==> config.mk <==
export PLATFORM = sky130hd
export DESIGN_NAME = fifo_mem_flat
export DESIGN_NICKNAME = d
export VERILOG_FILES = /design/src/rtl/fifo_mem_pkg.sv /design/src/rtl/fifo_mem_if.sv /design/src/rtl/fifo_mem_ptr_ctrl.sv /design/src/rtl/fifo_mem.sv /design/src/flat_wrapper.sv
export SDC_FILE = /design/constraint.sdc
export NUM_CORES = 1
export LEC_CHECK = 0
export CORE_UTILIZATION = 40
export DETAILED_ROUTE_END_ITERATION = 6
export DONT_BUFFER_PORTS = 1
export PLACE_DENSITY = 0.62
export REMOVE_ABC_BUFFERS = 1
export SYNTH_ARGS = -nofsm -noshare
export SYNTH_HDL_FRONTEND = slang
export SYNTH_SLANG_ARGS = --single-unit
export TNS_END_PERCENT = 10
==> constraint.sdc <==
create_clock -name CLK -period 1.95 [get_ports CLK]
set_input_delay 0.39 -clock CLK [delete_from_list [all_inputs] [get_ports CLK]]
set_output_delay 0.39 -clock CLK [all_outputs]
set_load 0.03 [all_outputs]
==> src/rtl/fifo_mem_pkg.sv <==
// Shared defaults and word/pointer/count types for the FIFO storage stage.
package fifo_param_pkg;

  localparam int unsigned DATA_W    = 8;
  localparam int unsigned DEPTH     = 8;
  localparam int unsigned AF_MARGIN = 2;
  localparam int unsigned ADDR_W    = $clog2(DEPTH);
  localparam int unsigned CNT_W     = ADDR_W + 1;

  typedef logic [DATA_W-1:0] word_t;
  typedef logic [ADDR_W-1:0] ptr_t;
  typedef logic [CNT_W-1:0]  cnt_t;

endpackage

==> src/rtl/fifo_mem_if.sv <==
// Storage-stage bus: write stage and read side on one side, fifo_mem on the other.
interface fifo_if #(
  parameter int unsigned DATA_W = fifo_param_pkg::DATA_W,
  parameter int unsigned DEPTH  = fifo_param_pkg::DEPTH
);

  localparam int unsigned ADDR_W = $clog2(DEPTH);

  logic              mem_wr_en;
  logic [DATA_W-1:0] mem_wr_data;
  logic              mem_rd_en;
  logic [DATA_W-1:0] mem_rd_data;
  logic              mem_rd_valid;
  logic              mem_full;
  logic              mem_almost_full;
  logic              mem_empty;
  logic              mem_wr_err;
  logic              mem_rd_err;
  logic [ADDR_W:0]   mem_count;

  modport FIFO_mem (
    input  mem_wr_en, mem_wr_data, mem_rd_en,
    output mem_rd_data, mem_rd_valid, mem_full, mem_almost_full, mem_empty,
           mem_wr_err, mem_rd_err, mem_count
  );

  modport master (
    output mem_wr_en, mem_wr_data, mem_rd_en,
    input  mem_rd_data, mem_rd_valid, mem_full, mem_almost_full, mem_empty,
           mem_wr_err, mem_rd_err, mem_count
  );

endinterface

==> src/rtl/fifo_mem_ptr_ctrl.sv <==
// Pointer, occupancy and flag/error generation for the FIFO storage stage.
module fifo_ptr_ctrl
  import fifo_param_pkg::*;
#(
  parameter  int unsigned DEPTH     = fifo_param_pkg::DEPTH,
  parameter  int unsigned AF_MARGIN = fifo_param_pkg::AF_MARGIN,
  localparam int unsigned PTR_W     = $clog2(DEPTH),
  localparam int unsigned CW        = PTR_W + 1
) (
  input  logic             CLK,
  input  logic             RST,
  input  logic             wr_en,
  input  logic             rd_en,
  output logic             wr_acc_c,
  output logic             rd_acc_c,
  output logic [PTR_W-1:0] wr_ptr,
  output logic [PTR_W-1:0] rd_ptr,
  output logic [CW-1:0]    count,
  output logic             full,
  output logic             almost_full,
  output logic             empty,
  output logic             wr_err,
  output logic             rd_err
);

  logic [CW-1:0] count_next;

  // Requests qualify on the registered flags independently of each other.
  always_comb begin
    wr_acc_c   = wr_en && !full;
    rd_acc_c   = rd_en && !empty;
    count_next = count + CW'(wr_acc_c) - CW'(rd_acc_c);
  end

  // Flags derive from count_next so they line up with count.
  always_ff @(posedge CLK) begin
    if (RST) begin
      wr_ptr      <= '0;
      rd_ptr      <= '0;
      count       <= '0;
      full        <= 1'b0;
      almost_full <= 1'b0;
      empty       <= 1'b1;
      wr_err      <= 1'b0;
      rd_err      <= 1'b0;
    end else begin
      if (wr_acc_c) wr_ptr <= wr_ptr + PTR_W'(1);
      if (rd_acc_c) rd_ptr <= rd_ptr + PTR_W'(1);
      count       <= count_next;
      full        <= (count_next == CW'(DEPTH));
      almost_full <= (count_next >= CW'(DEPTH - AF_MARGIN));
      empty       <= (count_next == '0);
      wr_err      <= wr_en && full;
      rd_err      <= rd_en && empty;
    end
  end

endmodule

==> src/rtl/fifo_mem.sv <==
// FIFO storage stage: word array plus registered read port, control in fifo_ptr_ctrl.
module fifo_mem
  import fifo_param_pkg::*;
#(
  parameter int unsigned DATA_W    = fifo_param_pkg::DATA_W,
  parameter int unsigned DEPTH     = fifo_param_pkg::DEPTH,
  parameter int unsigned AF_MARGIN = fifo_param_pkg::AF_MARGIN
) (
  input logic     CLK,
  input logic     RST,
  fifo_if.FIFO_mem bus
);

  localparam int unsigned PTR_W = $clog2(DEPTH);

  logic [DATA_W-1:0] store [DEPTH];
  logic [PTR_W-1:0]  wr_ptr;
  logic [PTR_W-1:0]  rd_ptr;
  logic              wr_acc_c;
  logic              rd_acc_c;

  fifo_ptr_ctrl #(
    .DEPTH     (DEPTH),
    .AF_MARGIN (AF_MARGIN)
  ) u_ptr_ctrl (
    .CLK         (CLK),
    .RST         (RST),
    .wr_en       (bus.mem_wr_en),
    .rd_en       (bus.mem_rd_en),
    .wr_acc_c    (wr_acc_c),
    .rd_acc_c    (rd_acc_c),
    .wr_ptr      (wr_ptr),
    .rd_ptr      (rd_ptr),
    .count       (bus.mem_count),
    .full        (bus.mem_full),
    .almost_full (bus.mem_almost_full),
    .empty       (bus.mem_empty),
    .wr_err      (bus.mem_wr_err),
    .rd_err      (bus.mem_rd_err)
  );

  // Array is deliberately left unreset; only accepted writes touch it.
  always_ff @(posedge CLK) begin
    if (!RST && wr_acc_c) store[wr_ptr] <= bus.mem_wr_data;
  end

  // Read data holds between accepted reads; no same-cycle write bypass.
  always_ff @(posedge CLK) begin
    if (RST) begin
      bus.mem_rd_data  <= '0;
      bus.mem_rd_valid <= 1'b0;
    end else begin
      bus.mem_rd_valid <= rd_acc_c;
      if (rd_acc_c) bus.mem_rd_data <= store[rd_ptr];
    end
  end

endmodule

==> src/flat_wrapper.sv <==
// flat-port wrapper written by rule: the top's interface ports become plain ports
module fifo_mem_flat import fifo_param_pkg::*;
#(
  parameter int unsigned DATA_W    = fifo_param_pkg::DATA_W,
  parameter int unsigned DEPTH     = fifo_param_pkg::DEPTH,
  parameter int unsigned AF_MARGIN = fifo_param_pkg::AF_MARGIN
)
  (CLK, RST, bus_mem_wr_en, bus_mem_wr_data, bus_mem_rd_en, bus_mem_rd_data, bus_mem_rd_valid, bus_mem_full, bus_mem_almost_full, bus_mem_empty, bus_mem_wr_err, bus_mem_rd_err, bus_mem_count);
  fifo_if #(.DATA_W(DATA_W), .DEPTH(DEPTH)) bus_i ();
  input logic CLK;
  input logic RST;
  input wire logic [$bits(bus_i.mem_wr_en)-1:0] bus_mem_wr_en;
  input wire logic [$bits(bus_i.mem_wr_data)-1:0] bus_mem_wr_data;
  input wire logic [$bits(bus_i.mem_rd_en)-1:0] bus_mem_rd_en;
  output wire logic [$bits(bus_i.mem_rd_data)-1:0] bus_mem_rd_data;
  output wire logic [$bits(bus_i.mem_rd_valid)-1:0] bus_mem_rd_valid;
  output wire logic [$bits(bus_i.mem_full)-1:0] bus_mem_full;
  output wire logic [$bits(bus_i.mem_almost_full)-1:0] bus_mem_almost_full;
  output wire logic [$bits(bus_i.mem_empty)-1:0] bus_mem_empty;
  output wire logic [$bits(bus_i.mem_wr_err)-1:0] bus_mem_wr_err;
  output wire logic [$bits(bus_i.mem_rd_err)-1:0] bus_mem_rd_err;
  output wire logic [$bits(bus_i.mem_count)-1:0] bus_mem_count;
  assign bus_i.mem_wr_en = bus_mem_wr_en;
  assign bus_i.mem_wr_data = bus_mem_wr_data;
  assign bus_i.mem_rd_en = bus_mem_rd_en;
  assign bus_mem_rd_data = bus_i.mem_rd_data;
  assign bus_mem_rd_valid = bus_i.mem_rd_valid;
  assign bus_mem_full = bus_i.mem_full;
  assign bus_mem_almost_full = bus_i.mem_almost_full;
  assign bus_mem_empty = bus_i.mem_empty;
  assign bus_mem_wr_err = bus_i.mem_wr_err;
  assign bus_mem_rd_err = bus_i.mem_rd_err;
  assign bus_mem_count = bus_i.mem_count;
  fifo_mem #(.DATA_W(DATA_W), .DEPTH(DEPTH), .AF_MARGIN(AF_MARGIN)) u_core (.CLK(CLK), .RST(RST), .bus(bus_i));
endmodule
# Word level (Yosys, flattened, before mapping)
# Memory sizes are Yosys's and may differ from the RTL's. A register that Yosys moved wholly into a read port is not among the register bits.
# Index checks and enable logic that the tools add are counted.
dict set report op_classes {
  reduce_logical 9
  order_cmp 1
  n_addsub 4
  n_eq_ne 1
  mux 2
}
# op count
set ops {}
lappend ops {{$add A3 B1 Y3 const B} 2}
lappend ops {{$logic_and A1 B1 Y1} 5}
lappend ops {{$add A4 B1 Y4} 1}
lappend ops {{$eq A4 B4 Y1 const B} 1}
lappend ops {{$ge A4 B3 Y1 const B} 1}
lappend ops {{$logic_not A4 Y1} 1}
lappend ops {{$sub A4 B1 Y4} 1}
lappend ops {{$logic_not A1 Y1} 3}
lappend ops {{$mux W1} 2}
dict set report totals {
  n_memories 1
  inputBits 12
  output_inout_bits 18
  ramBits 64
  word_cells 27
  reg_bits 16
}
# name words width rd rd_clocked_by_memory_dff write_ports line
set mem_list {}
lappend mem_list {u_core.store 8 8 1 1 1 fifo_mem.sv:16} ;# logic [DATA_W-1:0] store [DEPTH];

# Longest topological paths before layout
# Gate-level depths: netlist of run 1.
dict set report depth {
  ltp_word 5
  depth_mapped 10
  mapped_depth_nobuf 9
}

# By module
# From an unflattened synthesis of run 1, not the netlist that was laid out.
dict set report hier_totals {
  cells_unflattened 228
  hier_area_um2 3489.6
}
# module area_each_um2 n_inst cells_each
set by_module_without_submodules {}
lappend by_module_without_submodules {fifo_mem 2845.2 1 164}
lappend by_module_without_submodules {fifo_ptr_ctrl 644.4 1 64}

# Worst setup path before layout of run 1
# Ideal clock, no wire load.
dict set report synth_timing {
  path_type {register to register}
  start {register u_core.u_ptr_ctrl.empty}
  end {register u_core.u_ptr_ctrl.full}
  setup_time_ns 0.080
  path_stages_with_launch 11
  setup_slack_ns -0.350
  required_ns 1.870
  arrival_ns 2.220
  synth_period_minus_slack_ns 2.300
  cell_sequence {dfxtp_1 > nand2b_1 > inv_1 > buf_2 > ha_1 > inv_1 > ha_1 > fa_1 > xor2_1 > nor3_1 > nor3b_1}
}
dict set report synth_via {
  elab_chain_len 4
}
# element line
set synth_lines {}
lappend synth_lines {{from (decl)} fifo_mem_ptr_ctrl.sv:21} ;# output logic empty,
lappend synth_lines {{from (signal assigned)} fifo_mem_ptr_ctrl.sv:52} ;# empty <= (count_next == '0);
lappend synth_lines {{$logic_not A1 Y1} fifo_mem_ptr_ctrl.sv:31} ;# rd_acc_c = rd_en && !empty;
lappend synth_lines {{$logic_and A1 B1 Y1} fifo_mem_ptr_ctrl.sv:31}
lappend synth_lines {{net u_core.rd_acc_c} fifo_mem.sv:20} ;# logic rd_acc_c;
lappend synth_lines {{$sub A4 B1 Y4} fifo_mem_ptr_ctrl.sv:32} ;# count_next = count + CW'(wr_acc_c) - CW'(rd_acc_c);
lappend synth_lines {{$eq A4 B4 Y1} fifo_mem_ptr_ctrl.sv:50} ;# full <= (count_next == CW'(DEPTH));
lappend synth_lines {{to (signal assigned)} fifo_mem_ptr_ctrl.sv:50}
lappend synth_lines {{to (decl)} fifo_mem_ptr_ctrl.sv:19} ;# output logic full,
# The timed path passes the listed nets, and every way through them passes these cells.
# A chain may end at the register's enable or synchronous reset.

# Final worst setup path of run 1
dict set report layout_timing {
  start {register u_core.u_ptr_ctrl.empty}
  end {register u_core.u_ptr_ctrl.almost_full}
}
dict set report layout_via {
  elab_chain_len 4
}
# element line
set layout_lines {}
lappend layout_lines {{$logic_not A1 Y1} fifo_mem_ptr_ctrl.sv:31}
lappend layout_lines {{$logic_and A1 B1 Y1} fifo_mem_ptr_ctrl.sv:31}
lappend layout_lines {{$sub A4 B1 Y4} fifo_mem_ptr_ctrl.sv:32}
lappend layout_lines {{$ge A4 B3 Y1} fifo_mem_ptr_ctrl.sv:51} ;# almost_full <= (count_next >= CW'(DEPTH - AF_MARGIN));
lappend layout_lines {{to (signal assigned)} fifo_mem_ptr_ctrl.sv:51}
lappend layout_lines {{to (decl)} fifo_mem_ptr_ctrl.sv:20} ;# output logic almost_full,
# Every way passes these cells.

==> reports/results.ini, run 1 <==
[finish]
drive_gt1_share_pct = 22.3
areaGrowthSynthToFinish_pct = 13.2
antenna_cells = 0
fin_area_um2 = 3990
nFillCells = 722
utilization_pct = 47.5
multiInputGateArea_um2 = 1070
final_common_cell = edfxtp_1
area.sequential_um2 = 2400
mostFrequentLayoutCells = edfxtp_1, mux2i_1, buf_4, dfxtp_1, nor2_1
nets = 278

[yosys]
synthTopCellsByArea = edfxtp_1, dfxtp_1, mux2i_1
yosysTopAreaCellShare_pct = 54.6
yosysSeqAreaShare_pct = 68.2
yosys_warnings = 0
avgSynthCellArea_um2 = 14.7
syn-cell-area_um2 = 3520
synth_area_leader_cell = edfxtp_1
synthDistinctLibCells = 28
syn_inst = 239
ys_ff_latch = 88

[sta]
clock-skew-final_ns = 0.00644
setup_viol_count_final = 0
slew_viol_final = 0
relSlewSlack_pct = 70.9
min_period_ns = 1.87
fin_crit_sh_pct = 95.7
finalHoldViolCount = 0
max_freq_mhz = 536
holdWs_ns = 0.102
worstMarginPinSlew_ns = 0.434
fin_tns_setup_ns = 0

[setup_path]
cp.arrival_ns = 2.15
worstSetupStartpointType = flop
critPathKind = reg -> reg
critPathRequiredTime_ns = 2.23
path_max_fanout = 2
crit_family = adder cells
path_cells = nand2b_4, inv_2, ha_4, inv_2, ha_4, fa_2, xor2_2, buf_4, nand2_1, a21oi_2
crit_buf_inv = 3
critPathSlowestCell = fa_2
cpPeakStageDelay_ns = 0.37
endpoint_kind = flop

[grt]
grt_pass1_wl_mm = 9.45
grt.total_usage_pct = 14.9
busiest_layer = met2
grt_use_met1_pct = 19.8
grt_antenna_before_repair = 0
use_met3_pct = 4.19
grt_overflow = 0
grt_max_degree = 35
grt_pass1_vias = 1774
grt_util_met2_pct = 22.6

[pwr]
ir_drop_mv = 0.737
leakagePower_nw = 1.35
powerDensity_nw_per_um2 = 1250
power.total_mw = 5.00

[floorplan]
start_util_pct = 42.0
die_w_um = 95.8
fp.dieArea_um2 = 9180
core.rowCount = 33
core-area_um2 = 8380
pin_count = 30
fp.dieH_um = 95.8

[placed_design]
portBuffers = 0
place_area_um2 = 3740
dp_hpwl_mm = 3.77
place_congestion = 0.751

[clock_tree]
cts-root-buf = clkbuf_8
cts_buffers = 9
max-clock-path-buffers = 2
worst_skew_pair.late_latency_ns = 0.34
hold_buffers = 0
cts_sinks = 88
htree_levels = 3
cts_tree = built
path_clk_slew_ns = 0.08

[routing]
via_per_inst = 5.15
drt_iter0_drc = 112
drc = 0
routedWlPerCell_um = 17.1
firstDrtPassIters = 4
ant_nets = 0
wirelength_mm = 6.31
vias = 1901

[run]
drv_cap = 0

[outcome]
status = finished clean

[min_path]
hold_class = in -> reg

==> registers in the layout, summed over array words and instances, names as in the netlist <==
| register | flops |
|---|---|
| u_core.bus.mem_rd_data | 8 |
| u_core.bus.mem_rd_valid | 1 |
| u_core.store | 64 |
| u_core.u_ptr_ctrl.almost_full | 1 |
| u_core.u_ptr_ctrl.count | 4 |
| u_core.u_ptr_ctrl.empty | 1 |
| u_core.u_ptr_ctrl.full | 1 |
| u_core.u_ptr_ctrl.rd_err | 1 |
| u_core.u_ptr_ctrl.rd_ptr | 3 |
| u_core.u_ptr_ctrl.wr_err | 1 |
| u_core.u_ptr_ctrl.wr_ptr | 3 |
==> report_power, final <==
group	leakage (nW)	internal [mW]	switching [mW]
logic	0.483	0.670	0.753
clock network	0.0901	0.543	0.591
registers	0.776	2.20	0.237
==> path summary, 6_finish.rpt <==
kind / start / endpoint / slack, ns / depth (start not counted)
max: u_core.u_ptr_ctrl.empty / u_core.u_ptr_ctrl.almost_full / 0.08 / 10
min: RST / u_core.u_ptr_ctrl.almost_full / 0.10 / 1
max reg2reg: u_core.u_ptr_ctrl.empty / u_core.u_ptr_ctrl.almost_full / 0.08 / 10
min reg2reg: u_core.u_ptr_ctrl.rd_ptr[1] / u_core.u_ptr_ctrl.rd_ptr[1] / 0.52 / 2
==> synthesized netlist by cell type <==
| master | instances |
|---|---|
| buf_6 | 1 |
| xor2_1 | 4 |
| nor2_1 | 20 |
| xnor2_1 | 3 |
| nand3b_1 | 1 |
| nor3_2 | 8 |
| and2_1 | 1 |
| dfxtp_1 | 24 |
| nor4b_1 | 2 |
| a21oi_1 | 11 |
| mux2i_1 | 33 |
| fa_1 | 1 |
| a21o_1 | 2 |
| buf_12 | 2 |
| buf_8 | 1 |
| nor4_1 | 2 |
| clkbuf_1 | 4 |
| nor3_1 | 3 |
| a22oi_1 | 16 |
| nand2b_1 | 3 |
| nand2_1 | 8 |
| ha_1 | 6 |
| edfxtp_1 | 64 |
| nor2b_1 | 6 |
| clkbuf_2 | 3 |
| buf_2 | 3 |
| nor3b_1 | 1 |
| inv_1 | 6 |
==> what timing repair did <==
item                                    4_1_cts  5_1_grt
endpoints found under the setup margin        3        3
buffers inserted                              0        1
pin swaps                                     1        4
resized for setup                             5        7
==> kinds of logic (layout without fill, tap and decap cells) <==
group,count (synthesis),in the layout,synth area share [%]
AO/OA/AOI/OAI,29,29,5.40
adder cells (fa/ha/maj),7,7,2.70
AND/OR/NAND/NOR,55,55,8.74
multiplexers,33,33,9.38
flip-flops,88,88,68.2
XOR/XNOR,7,7,1.74
buffers and inverters,20,45,3.80
==> per-layer routing <==
layer	wire [µm]	up-vias	part of all wire, %
met5	0	-	0
met4	121	0	1.9
met1	2870	932	45
met2	2980	46	47
li1	-	913	-
met3	334	10	5.3
==> area by class of cell <==
type / instances / share of cell area [%]
Clock buffer: 14 / 4.11
Clock inverter: 2 / 0.283
Sequential cell: 88 / 60.3
Timing Repair Buffer: 23 / 4.65
Multi-Input combinational cell: 131 / 26.8
Inverter: 6 / 0.565
Tap cell: 105 / 3.30
==> metrics by stage <==
step                      setup WS, ns  std cells
after floorplan                 -0.552        225
after global placement         -0.0357        352
after detailed placement        -0.120        352
after CTS                       0.0202        368
after global routing           -0.0160        369
final                           0.0848        369
No activity file was read; power rests on OpenSTA's default activity.
==> inputs of run 2 (changes only) <==
--- a/config.mk
+++ b/config.mk
@@ -5,6 +5,7 @@
 export SDC_FILE = /design/constraint.sdc
 export NUM_CORES = 1
 export LEC_CHECK = 0
+export ABC_AREA = 1
 export CORE_UTILIZATION = 40
 export DETAILED_ROUTE_END_ITERATION = 6
 export DONT_BUFFER_PORTS = 1
==> run 2 against run 1 <==
  * Critical path depth is 1 higher
  * Final cell count is 48% higher
  * Combinational power down 6%
  * Critical path type unchanged
  * Utilization down 1.4 points
  * Synthesized cell count increased by 63%
  * Highest routed layer unchanged
  * Sequential share of layout area down 4.3 points
==> reports/results.ini, run 2 <==
[placed_design]
place_congestion = 0.757
portBuffers = 0
place_area_um2 = 4070
place_ws_ns = 0.0252
dp_hpwl_mm = 4.74

[pwr]
p_sw_mw = 1.74
p_seq_share_pct = 48.0
comb_power_share_pct = 26.5
leakagePower_nw = 1.88
powerDensity_nw_per_um2 = 1180
p_sw_share_pct = 34.5
ir_drop_mv = 0.378
power.internal_mw = 3.30
power.total_mw = 5.04
clockPowerShare_pct = 25.6

[clock_tree]
cts-root-buf = clkbuf_8
worst_skew_pair.late_latency_ns = 0.36
cts_sinks = 88
hold_buffers = 0
htree_levels = 3
max-clock-path-buffers = 2
path_clk_slew_ns = 0.09
cts_buffers = 9
cts_tree = built

[grt]
grt_antenna_before_repair = 0
grt_pass1_wl_mm = 12.1
grt_max_degree = 35
grt_overflow = 0
grt_pass1_vias = 2348
grt.total_usage_pct = 16.4

[routing]
via_per_inst = 4.49
routed-wl-met2_mm = 3.73
drt-met1-wl_mm = 3.22
drc = 0
wirelength_mm = 7.39
vias = 2454
ant_nets = 0
drt_iter0_drc = 110
routedWlPerCell_um = 13.5
firstDrtPassIters = 4
top_layer = met4
met3_length_um = 320

[floorplan]
pin_count = 30
fp.dieArea_um2 = 9980
core-area_um2 = 9280
core.rowCount = 35
die_w_um = 99.9
start_util_pct = 41.3
fp.dieH_um = 99.9

[setup_path]
critPathRequiredTime_ns = 2.24
cpPeakStageDelay_ns = 0.53
path_max_fanout = 2
crit_family = adder cells
critPathSlowestCell = fa_2
worstSetupStartpointType = flop
critPathKind = reg -> reg
path_cells = inv_1, nand2_2, inv_2, ha_1, inv_1, ha_1, fa_2, inv_1, nor2_2, inv_1, o21ai_1
cp.arrival_ns = 2.15
endpoint_kind = flop
crit_top_cell = inv_1
crit_buf_inv = 5

[yosys]
syn-cell-area_um2 = 3830
avgSynthCellArea_um2 = 9.83
yosysTopAreaCellShare_pct = 50.1
synthDistinctLibCells = 23
synthTopCellsByArea = edfxtp_1, dfxtp_1, inv_1
synthTopCellsByCount = inv_1, nand2_1, edfxtp_1, nand3_1, dfxtp_1
syn_inst = 390
synth_area_leader_cell = edfxtp_1
synth_ff_type = edfxtp_1
ys_ff_latch = 88
yosys_warnings = 0
synth_edf_count = 64
yosysSeqAreaShare_pct = 62.6
async_flop_share_pct = 0

[sta]
relSlewSlack_pct = 76.0
min_period_ns = 1.86
finalHoldViolCount = 0
setup_slack_ns = 0.0875
fin_crit_sh_pct = 95.5
rsz0062_at_grt = no
worstMarginPinSlew_ns = 0.358
clock-skew-final_ns = 0.0136
max_freq_mhz = 537
slew_viol_final = 0
holdWs_ns = 0.0942
setup_viol_count_final = 0

[run]
drv_cap = 0

[finish]
fin_area_um2 = 4280
areaGrowthSynthToFinish_pct = 11.7
antenna_cells = 0
mostFrequentLayoutCells = inv_1, nand2_1, edfxtp_1
top_regs = u_core.store: 64 flops, u_core.bus.mem_rd_data: 8 flops, u_core.u_ptr_ctrl.count: 4 flops
largest_reg_flops = 64
nets = 431
drive_gt1_share_pct = 12.9
top_register = u_core.store

[outcome]
status = finished clean

[min_path]
hold_class = in -> reg

[run 2: cell types whose count changed after synthesis, moves of 6 or more]
| cell | previous run | this run |
|---|---|---|
| nand2_1 | 8 | 88 |
| a21oi_2 | 0 | 6 |
| nor2b_1 | 6 | 0 |
| a22oi_1 | 16 | 0 |
| mux2i_1 | 33 | 0 |
| nor3_2 | 8 | 0 |
| nand3_1 | 0 | 54 |
| o21a_1 | 0 | 8 |
| inv_1 | 6 | 88 |
| nor2_1 | 20 | 11 |
[run 2: power groups by stage]
stage | Combinational (mW) | Clock (mW) | Sequential, mW
finish | 1.33 | 1.29 | 2.42
global route | 1.52 | 1.39 | 2.44
CTS | 1.30 | 1.32 | 2.42
detailed placement | 1.29 | 0 | 2.46
global placement | 1.26 | 0 | 2.46
floorplan | 0.767 | 0 | 2.57
[run 2: cell families after synthesis]
kind of cell,after synthesis,share of synthesized area (%)
DFF,88,62.6
xor gates and xnor gates,2,0.457
adders and majority gates,7,2.48
AOI/OAI and AO/OA,29,4.89
buffers and inverters,106,12.1
and+or+nand+nor,158,17.4
[run 2: through the flow]
| step | cells | setup TNS (ns) | utilization [%] |
|---|---|---|---|
| finish | 546 | 0 | 46.1 |
| global placement | 530 | 0 | 43.8 |
| global route | 546 | 0 | 46.1 |
| floorplan | 377 | -0.974 | - |
| CTS | 546 | 0 | 46.0 |
| detailed placement | 530 | 0 | 43.8 |
[run 2: timing repair]
action                                  in CTS  in global routing
endpoints found under the hold margin        0                  0
buffers inserted                             0                  0
endpoints found under the setup margin       0                  2
resized for setup                            0                  3
[run 2: final cells by class]
type,count,area [µm²]
Fill cell,891,5000
Timing Repair Buffer,24,180
Sequential cell,88,2400
Multi-Input combinational cell,196,981
Clock inverter,7,78.8
Clock buffer,9,124
Tap cell,129,161
Inverter,93,357
[run 2: routing by layer]
| metal | GRT usage, % | vias to the layer above |
|---|---|---|
| met4 | 6.33 | 0 |
| met5 | 0 | - |
| met3 | 3.90 | 8 |
| met1 | 20.5 | 1135 |
| met2 | 27.5 | 35 |
| li1 | - | 1276 |
[run 2: worst paths after layout]
check	startpoint	to	slack, ns	cells after the start
hold reg to reg	u_core.u_ptr_ctrl.wr_ptr[2]	u_core.u_ptr_ctrl.wr_ptr[2]	0.55	2
hold / removal	RST	u_core.u_ptr_ctrl.count[2]	0.09	1
setup / recovery	u_core.u_ptr_ctrl.empty	u_core.u_ptr_ctrl.almost_full	0.09	11
setup reg to reg	u_core.u_ptr_ctrl.empty	u_core.u_ptr_ctrl.almost_full	0.09	11
